--- src/rtl/vm_serial_loader_if.sv ---
// Valid/ready pop interface between the VM sample buffer and the serial loader.
// Each word is {ps, vat}, DATA_WIDTH bits each.
interface vm_serial_loader_if #(
    parameter int unsigned DATA_WIDTH = 6
);
    logic                      s_valid;
    logic                      s_ready;
    logic [2*DATA_WIDTH-1:0]   s_data;

    modport master (output s_valid, output s_data, input s_ready);
    modport slave  (input s_valid, input s_data, output s_ready);
endinterface

--- src/rtl/vm_serial_loader.sv ---
// Serialises {phase, attenuation} words to the PS/VAT chips on each slow pulse tick and
// latches them with ser_le; reports live values, completion, underflows and tick overruns.
module vm_serial_loader #(
    parameter int unsigned DATA_WIDTH = 6,
    parameter int unsigned DIV_WIDTH  = 16,
    parameter int unsigned CNT_WIDTH  = 32
) (
    input  logic                  clk,
    input  logic                  rst,
    input  logic                  ctrl_rst,
    input  logic                  enable,
    input  logic                  active_mode,
    input  logic [DIV_WIDTH-1:0]  fast_clk_div,
    input  logic [DIV_WIDTH-1:0]  slow_clk_div,
    input  logic [CNT_WIDTH-1:0]  pulse_cnt,
    input  logic [DATA_WIDTH-1:0] phase_idle,
    input  logic [DATA_WIDTH-1:0] atten_idle,
    vm_serial_loader_if.slave     s_bus,
    output logic                  ser_clk,
    output logic                  ser_ps,
    output logic                  ser_vat,
    output logic                  ser_le,
    output logic [DATA_WIDTH-1:0] ps_val,
    output logic [DATA_WIDTH-1:0] vat_val,
    output logic                  busy,
    output logic                  done,
    output logic [CNT_WIDTH-1:0]  underflow_cnt,
    output logic                  tick_overrun
);

    localparam int unsigned BitCntW = $clog2(DATA_WIDTH + 1);

    typedef enum logic [2:0] {StIdle, StWait, StLoad, StShift, StLatch} state_e;

    state_e                state_q, state_d;
    logic [DIV_WIDTH-1:0]  slow_cnt_q, slow_cnt_d;
    logic [DIV_WIDTH-1:0]  hcnt_q, hcnt_d;
    logic [DIV_WIDTH-1:0]  div_q, div_d;
    logic                  tick_pending_q, tick_pending_d;
    logic                  overrun_q, overrun_d;
    logic                  ser_clk_q, ser_clk_d;
    logic                  done_q, done_d;
    logic [BitCntW-1:0]    bit_cnt_q, bit_cnt_d;
    logic [DATA_WIDTH-1:0] ps_sh_q, ps_sh_d, vat_sh_q, vat_sh_d;
    logic [DATA_WIDTH-1:0] ps_val_q, ps_val_d, vat_val_q, vat_val_d;
    logic [CNT_WIDTH-1:0]  word_cnt_q, word_cnt_d, uflow_q, uflow_d, word_inc;
    logic                  run, tick, half_done, last_bit, last_word, enter_load;

    assign run        = enable && !done_q;
    assign tick       = run && (slow_cnt_q == slow_clk_div);
    assign half_done  = (hcnt_q == div_q);
    assign last_bit   = ser_clk_q && (bit_cnt_q == BitCntW'(DATA_WIDTH - 1));
    assign word_inc   = word_cnt_q + 1'b1;
    assign last_word  = (pulse_cnt != '0) && (word_inc == pulse_cnt);
    assign enter_load = (state_q == StWait) && (state_d == StLoad);

    always_ff @(posedge clk or posedge rst) begin
        if (rst) begin
            state_q <= StIdle;
        end else begin
            state_q <= state_d;
        end
    end

    always_comb begin
        state_d = state_q;
        case (state_q)
            StIdle:  if (enable && !done_q) state_d = StWait;
            StWait: begin
                if (!enable) begin
                    state_d = StIdle;
                end else if (tick_pending_q) begin
                    state_d = StLoad;
                end
            end
            StLoad:  state_d = StShift;
            StShift: if (half_done && last_bit) state_d = StLatch;
            StLatch: begin
                if (half_done) begin
                    state_d = (!enable || last_word) ? StIdle : StWait;
                end
            end
            default: state_d = StIdle;
        endcase
        if (ctrl_rst) state_d = StIdle;
    end

    always_comb begin
        s_bus.s_ready = (state_q == StLoad) && active_mode && s_bus.s_valid;
        ser_le        = (state_q == StLatch);
        busy          = (state_q != StIdle);
        ser_ps        = (state_q == StShift) && ps_sh_q[DATA_WIDTH-1];
        ser_vat       = (state_q == StShift) && vat_sh_q[DATA_WIDTH-1];
    end

    always_comb begin
        slow_cnt_d     = (run && !tick) ? slow_cnt_q + 1'b1 : '0;
        tick_pending_d = tick_pending_q;
        if (enter_load) tick_pending_d = 1'b0;
        if (tick)       tick_pending_d = 1'b1;
        if (!enable)    tick_pending_d = 1'b0;
        // A tick landing on the very cycle the pending one is consumed is not an overrun.
        overrun_d  = overrun_q | (tick && tick_pending_q && !enter_load);
        hcnt_d     = hcnt_q;
        div_d      = div_q;
        ser_clk_d  = ser_clk_q;
        bit_cnt_d  = bit_cnt_q;
        ps_sh_d    = ps_sh_q;
        vat_sh_d   = vat_sh_q;
        ps_val_d   = ps_val_q;
        vat_val_d  = vat_val_q;
        word_cnt_d = word_cnt_q;
        done_d     = done_q;
        uflow_d    = uflow_q;
        case (state_q)
            StLoad: begin
                div_d     = fast_clk_div;
                hcnt_d    = '0;
                bit_cnt_d = '0;
                ser_clk_d = 1'b0;
                if (s_bus.s_ready) begin
                    {ps_sh_d, vat_sh_d} = s_bus.s_data;
                end else begin
                    ps_sh_d  = phase_idle;
                    vat_sh_d = atten_idle;
                end
                if (active_mode && !s_bus.s_valid && (uflow_q != '1)) begin
                    uflow_d = uflow_q + 1'b1;
                end
            end
            StShift: begin
                if (half_done) begin
                    hcnt_d    = '0;
                    ser_clk_d = !ser_clk_q;
                    // Rotate rather than shift: after DATA_WIDTH falls the word is back intact.
                    if (ser_clk_q) begin
                        ps_sh_d   = {ps_sh_q[DATA_WIDTH-2:0], ps_sh_q[DATA_WIDTH-1]};
                        vat_sh_d  = {vat_sh_q[DATA_WIDTH-2:0], vat_sh_q[DATA_WIDTH-1]};
                        bit_cnt_d = bit_cnt_q + 1'b1;
                    end
                end else begin
                    hcnt_d = hcnt_q + 1'b1;
                end
            end
            StLatch: begin
                if (half_done) begin
                    hcnt_d     = '0;
                    ps_val_d   = ps_sh_q;
                    vat_val_d  = vat_sh_q;
                    word_cnt_d = word_inc;
                    done_d     = done_q | last_word;
                end else begin
                    hcnt_d = hcnt_q + 1'b1;
                end
            end
            default: ;
        endcase
        if (!enable) begin
            word_cnt_d = '0;
            done_d     = 1'b0;
        end
        if (ctrl_rst) begin
            slow_cnt_d     = '0;
            tick_pending_d = 1'b0;
            overrun_d      = 1'b0;
            hcnt_d         = '0;
            div_d          = '0;
            ser_clk_d      = 1'b0;
            bit_cnt_d      = '0;
            ps_sh_d        = '0;
            vat_sh_d       = '0;
            ps_val_d       = '0;
            vat_val_d      = '0;
            word_cnt_d     = '0;
            done_d         = 1'b0;
            uflow_d        = '0;
        end
    end

    always_ff @(posedge clk or posedge rst) begin
        if (rst) begin
            slow_cnt_q     <= '0;
            tick_pending_q <= 1'b0;
            overrun_q      <= 1'b0;
            hcnt_q         <= '0;
            div_q          <= '0;
            ser_clk_q      <= 1'b0;
            bit_cnt_q      <= '0;
            ps_sh_q        <= '0;
            vat_sh_q       <= '0;
            ps_val_q       <= '0;
            vat_val_q      <= '0;
            word_cnt_q     <= '0;
            done_q         <= 1'b0;
            uflow_q        <= '0;
        end else begin
            slow_cnt_q     <= slow_cnt_d;
            tick_pending_q <= tick_pending_d;
            overrun_q      <= overrun_d;
            hcnt_q         <= hcnt_d;
            div_q          <= div_d;
            ser_clk_q      <= ser_clk_d;
            bit_cnt_q      <= bit_cnt_d;
            ps_sh_q        <= ps_sh_d;
            vat_sh_q       <= vat_sh_d;
            ps_val_q       <= ps_val_d;
            vat_val_q      <= vat_val_d;
            word_cnt_q     <= word_cnt_d;
            done_q         <= done_d;
            uflow_q        <= uflow_d;
        end
    end

    assign ser_clk       = ser_clk_q;
    assign ps_val        = ps_val_q;
    assign vat_val       = vat_val_q;
    assign done          = done_q;
    assign underflow_cnt = uflow_q;
    assign tick_overrun  = overrun_q;

endmodule

--- src/flat_wrapper.sv ---
// flat-port wrapper written by rule: the top's interface ports become plain ports
module vm_serial_loader_flat 
#(
    parameter int unsigned DATA_WIDTH = 6,
    parameter int unsigned DIV_WIDTH  = 16,
    parameter int unsigned CNT_WIDTH  = 32
)
  (clk, rst, ctrl_rst, enable, active_mode, fast_clk_div, slow_clk_div, pulse_cnt, phase_idle, atten_idle, ser_clk, ser_ps, ser_vat, ser_le, ps_val, vat_val, busy, done, underflow_cnt, tick_overrun, s_bus_s_valid, s_bus_s_data, s_bus_s_ready);
  vm_serial_loader_if #(.DATA_WIDTH(DATA_WIDTH)) s_bus_i ();
  input  logic clk;
  input  logic rst;
  input  logic ctrl_rst;
  input  logic enable;
  input  logic active_mode;
  input  logic [DIV_WIDTH-1:0] fast_clk_div;
  input  logic [DIV_WIDTH-1:0] slow_clk_div;
  input  logic [CNT_WIDTH-1:0] pulse_cnt;
  input  logic [DATA_WIDTH-1:0] phase_idle;
  input  logic [DATA_WIDTH-1:0] atten_idle;
  output logic ser_clk;
  output logic ser_ps;
  output logic ser_vat;
  output logic ser_le;
  output logic [DATA_WIDTH-1:0] ps_val;
  output logic [DATA_WIDTH-1:0] vat_val;
  output logic busy;
  output logic done;
  output logic [CNT_WIDTH-1:0] underflow_cnt;
  output logic tick_overrun;
  input wire logic [$bits(s_bus_i.s_valid)-1:0] s_bus_s_valid;
  input wire logic [$bits(s_bus_i.s_data)-1:0] s_bus_s_data;
  output wire logic [$bits(s_bus_i.s_ready)-1:0] s_bus_s_ready;
  assign s_bus_i.s_valid = s_bus_s_valid;
  assign s_bus_i.s_data = s_bus_s_data;
  assign s_bus_s_ready = s_bus_i.s_ready;
  vm_serial_loader #(.DATA_WIDTH(DATA_WIDTH), .DIV_WIDTH(DIV_WIDTH), .CNT_WIDTH(CNT_WIDTH)) u_core (.clk(clk), .rst(rst), .ctrl_rst(ctrl_rst), .enable(enable), .active_mode(active_mode), .fast_clk_div(fast_clk_div), .slow_clk_div(slow_clk_div), .pulse_cnt(pulse_cnt), .phase_idle(phase_idle), .atten_idle(atten_idle), .s_bus(s_bus_i), .ser_clk(ser_clk), .ser_ps(ser_ps), .ser_vat(ser_vat), .ser_le(ser_le), .ps_val(ps_val), .vat_val(vat_val), .busy(busy), .done(done), .underflow_cnt(underflow_cnt), .tick_overrun(tick_overrun));
endmodule
--- config.mk ---
export PLATFORM = sky130hd
export DESIGN_NAME = vm_serial_loader_flat
export DESIGN_NICKNAME = d
export VERILOG_FILES = /design/src/rtl/vm_serial_loader_if.sv /design/src/rtl/vm_serial_loader.sv /design/src/flat_wrapper.sv
export SDC_FILE = /design/constraint.sdc
export NUM_CORES = 1
export LEC_CHECK = 0
export CORE_ASPECT_RATIO = 1.1
export CORE_MARGIN = 3
export CORE_UTILIZATION = 54
export CTS_CLUSTER_SIZE = 12
export DETAILED_ROUTE_END_ITERATION = 8
export PLACE_DENSITY = 0.87
export SYNTH_ARGS = -nofsm -noshare
export SYNTH_HDL_FRONTEND = slang
export SYNTH_SLANG_ARGS = --single-unit
--- constraint.sdc ---
create_clock -name clk -period 5 [get_ports clk]
set_input_delay 0.75 -clock clk [delete_from_list [all_inputs] [get_ports clk]]
set_output_delay 0.75 -clock clk [all_outputs]
set_load 0.005 [all_outputs]
==> results of run 1 <==
[cell type report]
| cell class | count | share of cell area |
|---|---|---|
| clock inverters | 11 | 0.01482 |
| inverters | 18 | 0.006662 |
| clock buffers | 20 | 0.04101 |
| flip-flops and latches | 146 | 0.3354 |
| repair buffers | 155 | 0.1397 |
| well taps | 200 | 0.02297 |
| multi-input cells | 791 | 0.4395 |
[registers in the layout (all words and copies together) (netlist names)]
register and count:
u_core.word_cnt_q 32, u_core.tick_overrun 1, u_core.hcnt_q 16, u_core.slow_cnt_q 16, u_core.vat_val 6, u_core.state_q 3
u_core.vat_sh_q 6, u_core.ps_val 6, u_core.bit_cnt_q 3, u_core.ps_sh_q 6, u_core.ser_clk 1, u_core.underflow_cnt 32
u_core.tick_pending_q 1, u_core.done 1, u_core.div_q 16
[cell usage after synthesis (all sizes together), types with 2 or more instances]
| master | n | area [um^2] |
|---|---|---|
| and3 | 19 | 118.9 |
| nor2 | 120 | 450.4 |
| nor3 | 30 | 160.2 |
| o41ai | 4 | 35.03 |
| o21a | 3 | 22.52 |
| and2 | 9 | 56.31 |
| o31ai | 16 | 120.1 |
| mux2 | 3 | 33.78 |
| nand4 | 36 | 246.5 |
| dfrtp | 146 | 3654 |
| or3 | 15 | 95.09 |
| nand3b | 2 | 15.01 |
| mux2i | 12 | 120.1 |
| nor2b | 9 | 56.30 |
| o21ba | 2 | 20.02 |
| a31oi | 3 | 18.77 |
| a21oi | 48 | 240.2 |
| a21o | 3 | 22.52 |
| buf | 14 | 130.1 |
| o2111ai | 3 | 32.53 |
| ha | 6 | 75.07 |
| xor2 | 54 | 473.0 |
| nand2 | 141 | 529.3 |
| nand3 | 39 | 200.2 |
| nor4 | 26 | 205.2 |
| inv | 18 | 67.56 |
| nand2b | 9 | 56.30 |
| or4 | 5 | 42.54 |
| or2 | 3 | 18.77 |
| o22ai | 2 | 12.51 |
| o21ai | 51 | 255.2 |
| xnor2 | 92 | 805.8 |
| nor3b | 4 | 35.03 |
| clkbuf | 41 | 158.9 |
| nor4b | 2 | 17.52 |
| and4 | 5 | 43.79 |
[metal layers]
metal | GRT usage | part of all wire
met5 | 0 | 0
met4 | 0.08492 | 0.021
met3 | 0.06180 | 0.068
met2 | 0.4281 | 0.49
met1 | 0.3292 | 0.42
[worst max-delay path, cell delays in order (launching register included)]
cell	delay [ns]
dfrtp_1	0.42
nor2b_1	0.48
nand2_1	0.59
a211o_1	0.75
nand2b_1	0.30
or3b_2	0.44
nand2_1	0.08
[report_power, final]
group	total, uW	switching, uW	internal (uW)
clock network	1320	477	841
registers	1200	9.09	1190
logic	195	96.1	98.5
total	2710	582	2130
[through the flow]
step / worst slack (ns) / util / area [um^2] / power [uW] / hold WS, ns
2_1_floorplan: 0.3270 / - / 8792 / 1304 / 0.4627
3_3_place_gp: 1.932 / 0.6487 / 10280 / 1413 / 0.4750
3_5_place_dp: 1.918 / 0.6487 / 10280 / 1415 / 0.4880
4_1_cts: 1.856 / 0.6870 / 10890 / 2726 / 0.4998
5_1_grt: 1.598 / 0.6870 / 10890 / 2796 / 0.5278
6_report: 1.863 / 0.6870 / 10890 / 2712 / 0.5023
[worst max path at each step]
stage,start,end,slack [ns],cells after the start
final,u_core.state_q[1]$_DFF_PP0_,u_core.hcnt_q[11]$_DFFE_PP0P_,1.86,6
after global routing,u_core.state_q[1]$_DFF_PP0_,u_core.hcnt_q[11]$_DFFE_PP0P_,1.60,6
after CTS,u_core.hcnt_q[11]$_DFFE_PP0P_,u_core.word_cnt_q[15]$_DFFE_PP0P_,1.86,8
after detailed placement,u_core.state_q[2]$_DFF_PP0_,u_core.hcnt_q[11]$_DFFE_PP0P_,1.92,6
after global placement,u_core.hcnt_q[11]$_DFFE_PP0P_,u_core.word_cnt_q[15]$_DFFE_PP0P_,1.93,8
after floorplan,rst,u_core.bit_cnt_q[0]$_DFFE_PP0P_,0.33,1
[cell families after synthesis]
group / after synthesis / synth area share
XOR/XNOR: 146 / 0.1454
flip-flops: 146 / 0.4155
AND/OR/NAND/NOR: 477 / 0.2705
adder cells (fa/ha/maj): 6 / 0.008538
multiplexers: 15 / 0.01750
AO/OA/AOI/OAI: 147 / 0.1019
buffers and inverters: 73 / 0.04056
==> results, run 1 <==
- The run finished with clean final reports.
- The startpoint identified for the worst register-to-register timing path is u_core.state_q[1]$_DFF_PP0_.
- The die boundary height is between 100 and 150 um.
- Post-CTS timing repair inserted 0 buffers for setup.
- The total power density per cell area is 249.0 nW/um^2.
- The final routed wirelength across all metal layers is 22.75 mm.
- Dividing the detail-routed via count by the number of cells gives 5.803.
- The first detailed-routing pass took 5 iterations.
- The endpoint identified for the worst register-to-register timing path is u_core.hcnt_q[11]$_DFFE_PP0P_.
- The largest net degree at the start of global routing is 91.
- The endpoint required time on the critical path is around 5.4 ns.
- The count of fill cells added during filler insertion is 1246.
- In this run the worst path has a maximum fanout of 26.
- In this run, post-CTS repair resized a total of 0 instances.
- The area of combinational cells with multiple inputs is 4787 um^2.
- The starting density of the core is 0.5545.
- The Yosys step of the flow raised 0 warnings.
- The count of max-cap constraint violations is 0.
- In this run, placement finished with an instance count of 1310.
- The data arrival at the endpoint of the critical path is 3.49 ns.
- The peak clock frequency supported by timing is 318.8 MHz.
- Global routing finished with a remaining overflow of 0.
- The library cell used most frequently in the layout, excluding fill and tap cells, is dfrtp_1.
- The transition at the pin with the smallest max-transition slack is 0.8090 ns.
- The I/O pin total is between 100 and 150.
- The worst hold path depth is 2.
- The share of synthesized registers carrying an async set or reset is 1.000.
- The routed wire length per instance is approximately 17 um.
- The number of placement rows is 48.
- The shortest clock period the worst path allows after layout is roughly 3.1 ns.
- In this run the tightest slew margin relative to its limit is 0.4607.
- The startpoint identified for the worst hold timing path is u_core.ps_sh_q[2]$_DFFE_PP0P_.
- The synthesized design contains 0 enable-type register cells.
- The first global-routing pass estimated 37.34 mm of wire.
- The via count of the first global-routing pass was just under 8000.
- The antenna diode instance count is 0.
- The clock root buffer is clkbuf_16.
- The type of the worst min-delay path is register to register.
- Synthesis produced approximately 1000 cells.
- Setup repair after global routing left no endpoint under its margin.
- The count of nets left with antenna violations once routing finished came out at 0.
- The total via count after detailed routing is 7782.
- The post-synthesis average cell area is slightly below 9 um^2.
- The synthesis-to-finish area growth is 23.89%.
- The die boundary width is 127.7 um.
- Dividing the final minimum period by the clock period gives 0.6274.
- Summed over all failing endpoints, the final setup total negative slack is 0 ns.
- Across the VDD grid, the largest voltage drop is 0.0002370 V.
- Clock latency on the worst-skew pair, taken at its later pin, is 0.42 ns.
- The count of final max-slew check failures came to 0.
- The worst register-to-register path has a depth of 6.
- The H-tree depth is 4.
- The area of the core is 15860 um^2.
- In the global route stage, overall resource usage came out at 0.2568.
- In the final layout, the share of cells above drive strength 1 is 0.05960.
- Leaving out fill and tap cells, the most frequent cells in the layout are dfrtp_1 (146), clkdlybuf4s50_1 (144), nand2_1 (141).
- The routability congestion estimate from global placement is 0.9950.
- The worst setup path is launched from a register.
- The total area of sequential cells is 3654 um^2.
- The cell area that synthesis handed to floorplanning was 8792 um^2.
- By startpoint and endpoint, the worst setup path is classified as register to register.
- After legalization and detailed placement, the total HPWL measured 16.08 mm.
- At the end of the flow, the number of nets in the layout was ~1200.
- The floorplan step defined a die boundary enclosing 17850 um^2.
- TritonCTS built the clock tree.
- The hold buffer count at cts is 0.
- The port buffer count is 145.
- The flop-to-flop setup slack is between 1.5 and 2 ns.
- The final setup skew is 0.01324 ns.
- The clock-pin transition on the worst setup and hold timing paths is around 0.06 ns.
- The post-route non-filler standard cell count is 1341.
- The sink count of the clock tree is 146.
- The nature of the critical path endpoint is a register.
- The share of the yosys chip area belonging to registers is 0.4155.
- The endpoint of the worst hold path is u_core.ps_sh_q[2]$_DFFE_PP0P_.
- The count of unique library cells instantiated by Yosys is 69.
- The final hold violation count is 0.
- Setup violations remaining at the end of the flow were counted as 0.
- The longest clock path from root to sink contains 2 buffers.
- The post-route DRC violation count is 0.
- The number of antenna violations at the first check in global routing is 0.
- In this run, synthesis produced a sequential element count of 146.
- The violation count after the first detailed-routing iteration is 684.
- TritonCTS created 17 clock buffers.
- For this run, the leading register cell type out of synthesis is dfrtp_1.
- When the netlist entered floorplanning its net count stood at roughly 1100.
- The leakage power is 0.004331 uW.
Power figures use the tool's default switching activity.
==> inputs of run 2 (changes only) <==
Settings changed: CORE_UTILIZATION 54 to 49, PLACE_DENSITY 0.87 to 0.83.
Clock period 5 ns to 2.6 ns, I/O delays scaled along.
==> results, run 2 (synthesis gave the netlist of run 1 again) <==
- The clock root buffer is clkbuf_16.
- The all-layer global routing usage is 0.2420.
- The hold buffer count at cts is 0.
- The completed layout was analyzed and its total power is 5268 uW.
- The clock passes through at most 2 buffers.
- The I/O pin total is 146.
- The endpoint required time on the critical path is 2.95 ns.
- The total area of sequential cells is 3656 um^2.
- The number of buffers created by CTS is 17.
- IR analysis of the VDD net gives a maximum drop of 0.0004324 V.
- Derived from the worst setup path, the maximum achievable clock frequency is 401.5 MHz.
- Setup repair after global routing left no endpoint under its margin.
- The final hold violation count is 0.
- The type of the worst min-delay path is input port to register.
- The worst register-to-register path begins at u_core.word_cnt_q[0]$_DFFE_PP0P_.
- The number of antenna violations at the first check in global routing was 0.
- In the final layout, the multi-input gates occupy approximately 4800 um^2.
- The post-route DRC violation count is 0.
- The port buffer count is 145.
- The first global-routing pass estimated ~39 mm of wire.
- The filler cells instantiated in the layout total 1456.
- For this design the ratio of total power to cell area is 464.4 nW/um^2.
- The detailed-route wire length on metal 1 is 10.23 mm.
- Dividing the final minimum period by the clock period gives 0.9579.
- The violation count after the first detailed-routing iteration is 531.
- After layout, the minimum clock period comes to roughly 2.5 ns.
- In this run the remaining antenna-violating nets after routing total 0.
- The total congestion overflow after global routing is 0.
- The largest net degree at the start of global routing is 61.
- The HPWL after detailed placement is 17.08 mm.
- Adding up every negative setup slack in the final design gives 0 ns.
- The internal power of the cells is between 4000 and 5000 uW.
- The number of setup violations in the final report is 0.
- The count of final max-slew check failures came to 0.
- The floorplan step set the die width to 133.7 um.
- The data arrival at the endpoint of the critical path is roughly 2.8 ns.
- Dividing the detail-routed wire length by the instance count gives 16.56 um.
- The detailed route wirelength on metal3 is roughly 1.6 mm.
- The beginning of the worst hold path is ctrl_rst.
- The net count reported at finish is 1274.
- Detailed routing placed a total of about 11 mm of wire on met2.
- The share of total power dissipated in combinational logic is 0.074.
- Headroom to the max-slew limit came out at 0.4535.
- Using the TritonRoute via totals, the vias-per-cell ratio works out to between 5 and 6.
- The floorplan has 50 rows.
- After floorplanning, the core was sized to cover 17330 um^2.
- The via count of the first global-routing pass is 7947.
- The overall die area is 19590 um^2.
- The nature of the critical path endpoint is a register.
- The initial utilization of the core area, before any placement, comes to 0.5074.
- The H-tree depth is 4.
- STA classifies the critical path startpoint as a register.
- The leakage power is 0.004566 uW.
- The total via count after detailed routing is 8035.
- The critical path is of the register to register type.
- 0 antenna diodes ended up in the layout.
- Of the total power, the share spent switching nets is 0.2145.
- For the worst-skew pair, the clock arrives at the later sink with an insertion delay of 0.42 ns.
- The clock-pin transition on the worst setup and hold timing paths is 0.06 ns.
- The library cells used most frequently in the layout, excluding fill and tap cells, are clkdlybuf4s50_1 (144), dfrtp_1 (144), nand2_1 (141).
- The clock net in this run drives a total of about 150 sinks.
- Measured along the y axis, the die boundary spans roughly 150 um.
- The share of final-layout standard cells stronger than drive strength 1 is 0.09781.
- The CTS tree is yes.
- In this run the critical register-to-register path is captured at u_core.done$_DFFE_PP0P_.
- For this run, the detailed router's first-pass iteration total came to 5.
- The uppermost signal routing layer after detailed routing is met4.
- The worst register-to-register path has a depth of 9.
- From synthesis to final layout, the design area changed by 29.02%.
- The final setup skew is 0.009752 ns.
- The final routed wirelength across all metal layers is 23.52 mm.
- The worst hold path depth is 2.
- The flow ran to the end, and the final reports show no timing, DRC or antenna violations.
- Routability-driven placement finished with a final weighted congestion of approximately 0.94.
- The flop-to-flop setup slack is around 0.11 ns.
- Max-cap violations in this run came to 0.
- The switching power is 1130 uW.
- The transition at the pin with the smallest max-transition slack is about 0.82 ns.
- The final worst hold slack is 0.3388 ns.
- The share of total power dissipated in the clock network is 0.488.
- The peak fanout along the critical path is 6.
- The endpoint of the worst hold path is u_core.ser_clk$_DFFE_PP0P_.
- The register share of total power is 0.438.
==> run 2: changes by cell type in the layout (fill, tap and decap cells not counted), sizes merged <==
| cell | before | now |
|---|---|---|
| inv | 18 | 17 |
| buf | 11 | 56 |
| clkinv | 6 | 3 |
| clkinvlp | 1 | 4 |
| clkbuf | 20 | 21 |
==> run 2: layout make-up <==
class	count	share of cell area
Clock buffer	21	0.04059
Sequential cell	146	0.3223
Clock inverter	10	0.01390
Multi-Input combinational cell	791	0.4239
Inverter	18	0.006287
Timing Repair Buffer	200	0.1672
Tap cell	234	0.02581
==> run 2: power by group through the flow <==
stage | combinational [uW] | clock (uW) | sequential [uW]
2_1_floorplan | 167 | 0 | 2340
3_3_place_gp | 388 | 0 | 2340
3_5_place_dp | 392 | 0 | 2350
4_1_cts | 395 | 2610 | 2300
5_1_grt | 430 | 2730 | 2310
6_report | 392 | 2570 | 2310
==> run 2: stage by stage <==
stage          area [um^2]  instances  setup slack (ns)    util
2_1_floorplan         8796       1010            0.1458       -
3_3_place_gp         10670       1386           0.04321  0.6160
3_5_place_dp         10670       1386          0.001996  0.6160
4_1_cts              11310       1418           0.01654  0.6524
5_1_grt              11340       1420          0.002152  0.6546
6_report             11340       1420            0.1096  0.6546
==> run 2: worst max-delay path, cell delays in order, from the launching register on <==
cell     delay (ns)
dfrtp_1        0.45
ha_1           0.21
nand3_1        0.16
buf_4          0.21
nor3b_1        0.19
o22ai_1        0.09
nor4_1         0.34
nand4_1        0.17
nor4_2         0.38
a41o_1         0.22
==> run 2: worst max path at each step <==
stage                                          start                                  end  slack (ns)  cells past startpoint
CTS                      u_core.state_q[2]$_DFF_PP0_                        s_bus_s_ready        0.02                      5
finish              u_core.word_cnt_q[0]$_DFFE_PP0P_              u_core.done$_DFFE_PP0P_        0.11                      9
floorplan           u_core.word_cnt_q[6]$_DFFE_PP0P_              u_core.done$_DFFE_PP0P_        0.15                      8
detailed placement                     pulse_cnt[11]              u_core.done$_DFFE_PP0P_       0.002                      8
global route             u_core.state_q[2]$_DFF_PP0_  u_core.underflow_cnt[3]$_DFFE_PP0P_       0.002                      8
global placement                       pulse_cnt[11]              u_core.done$_DFFE_PP0P_        0.04                      8
==> run 2: timing repair <==
item                                   in CTS  in global routing
pin swaps                                   1                  2
endpoints found under the hold margin       0                  0
setup buffers                               1                  2
setup endpoints to repair                   1                 15
resized for setup                           1                  5
==> run 2: metal layers <==
| metal | track usage | vias up |
|---|---|---|
| li1 | - | 3816 |
| met2 | 0.3928 | 283 |
| met4 | 0.07716 | 0 |
| met1 | 0.3186 | 3892 |
| met5 | 0 | - |
| met3 | 0.06099 | 44 |
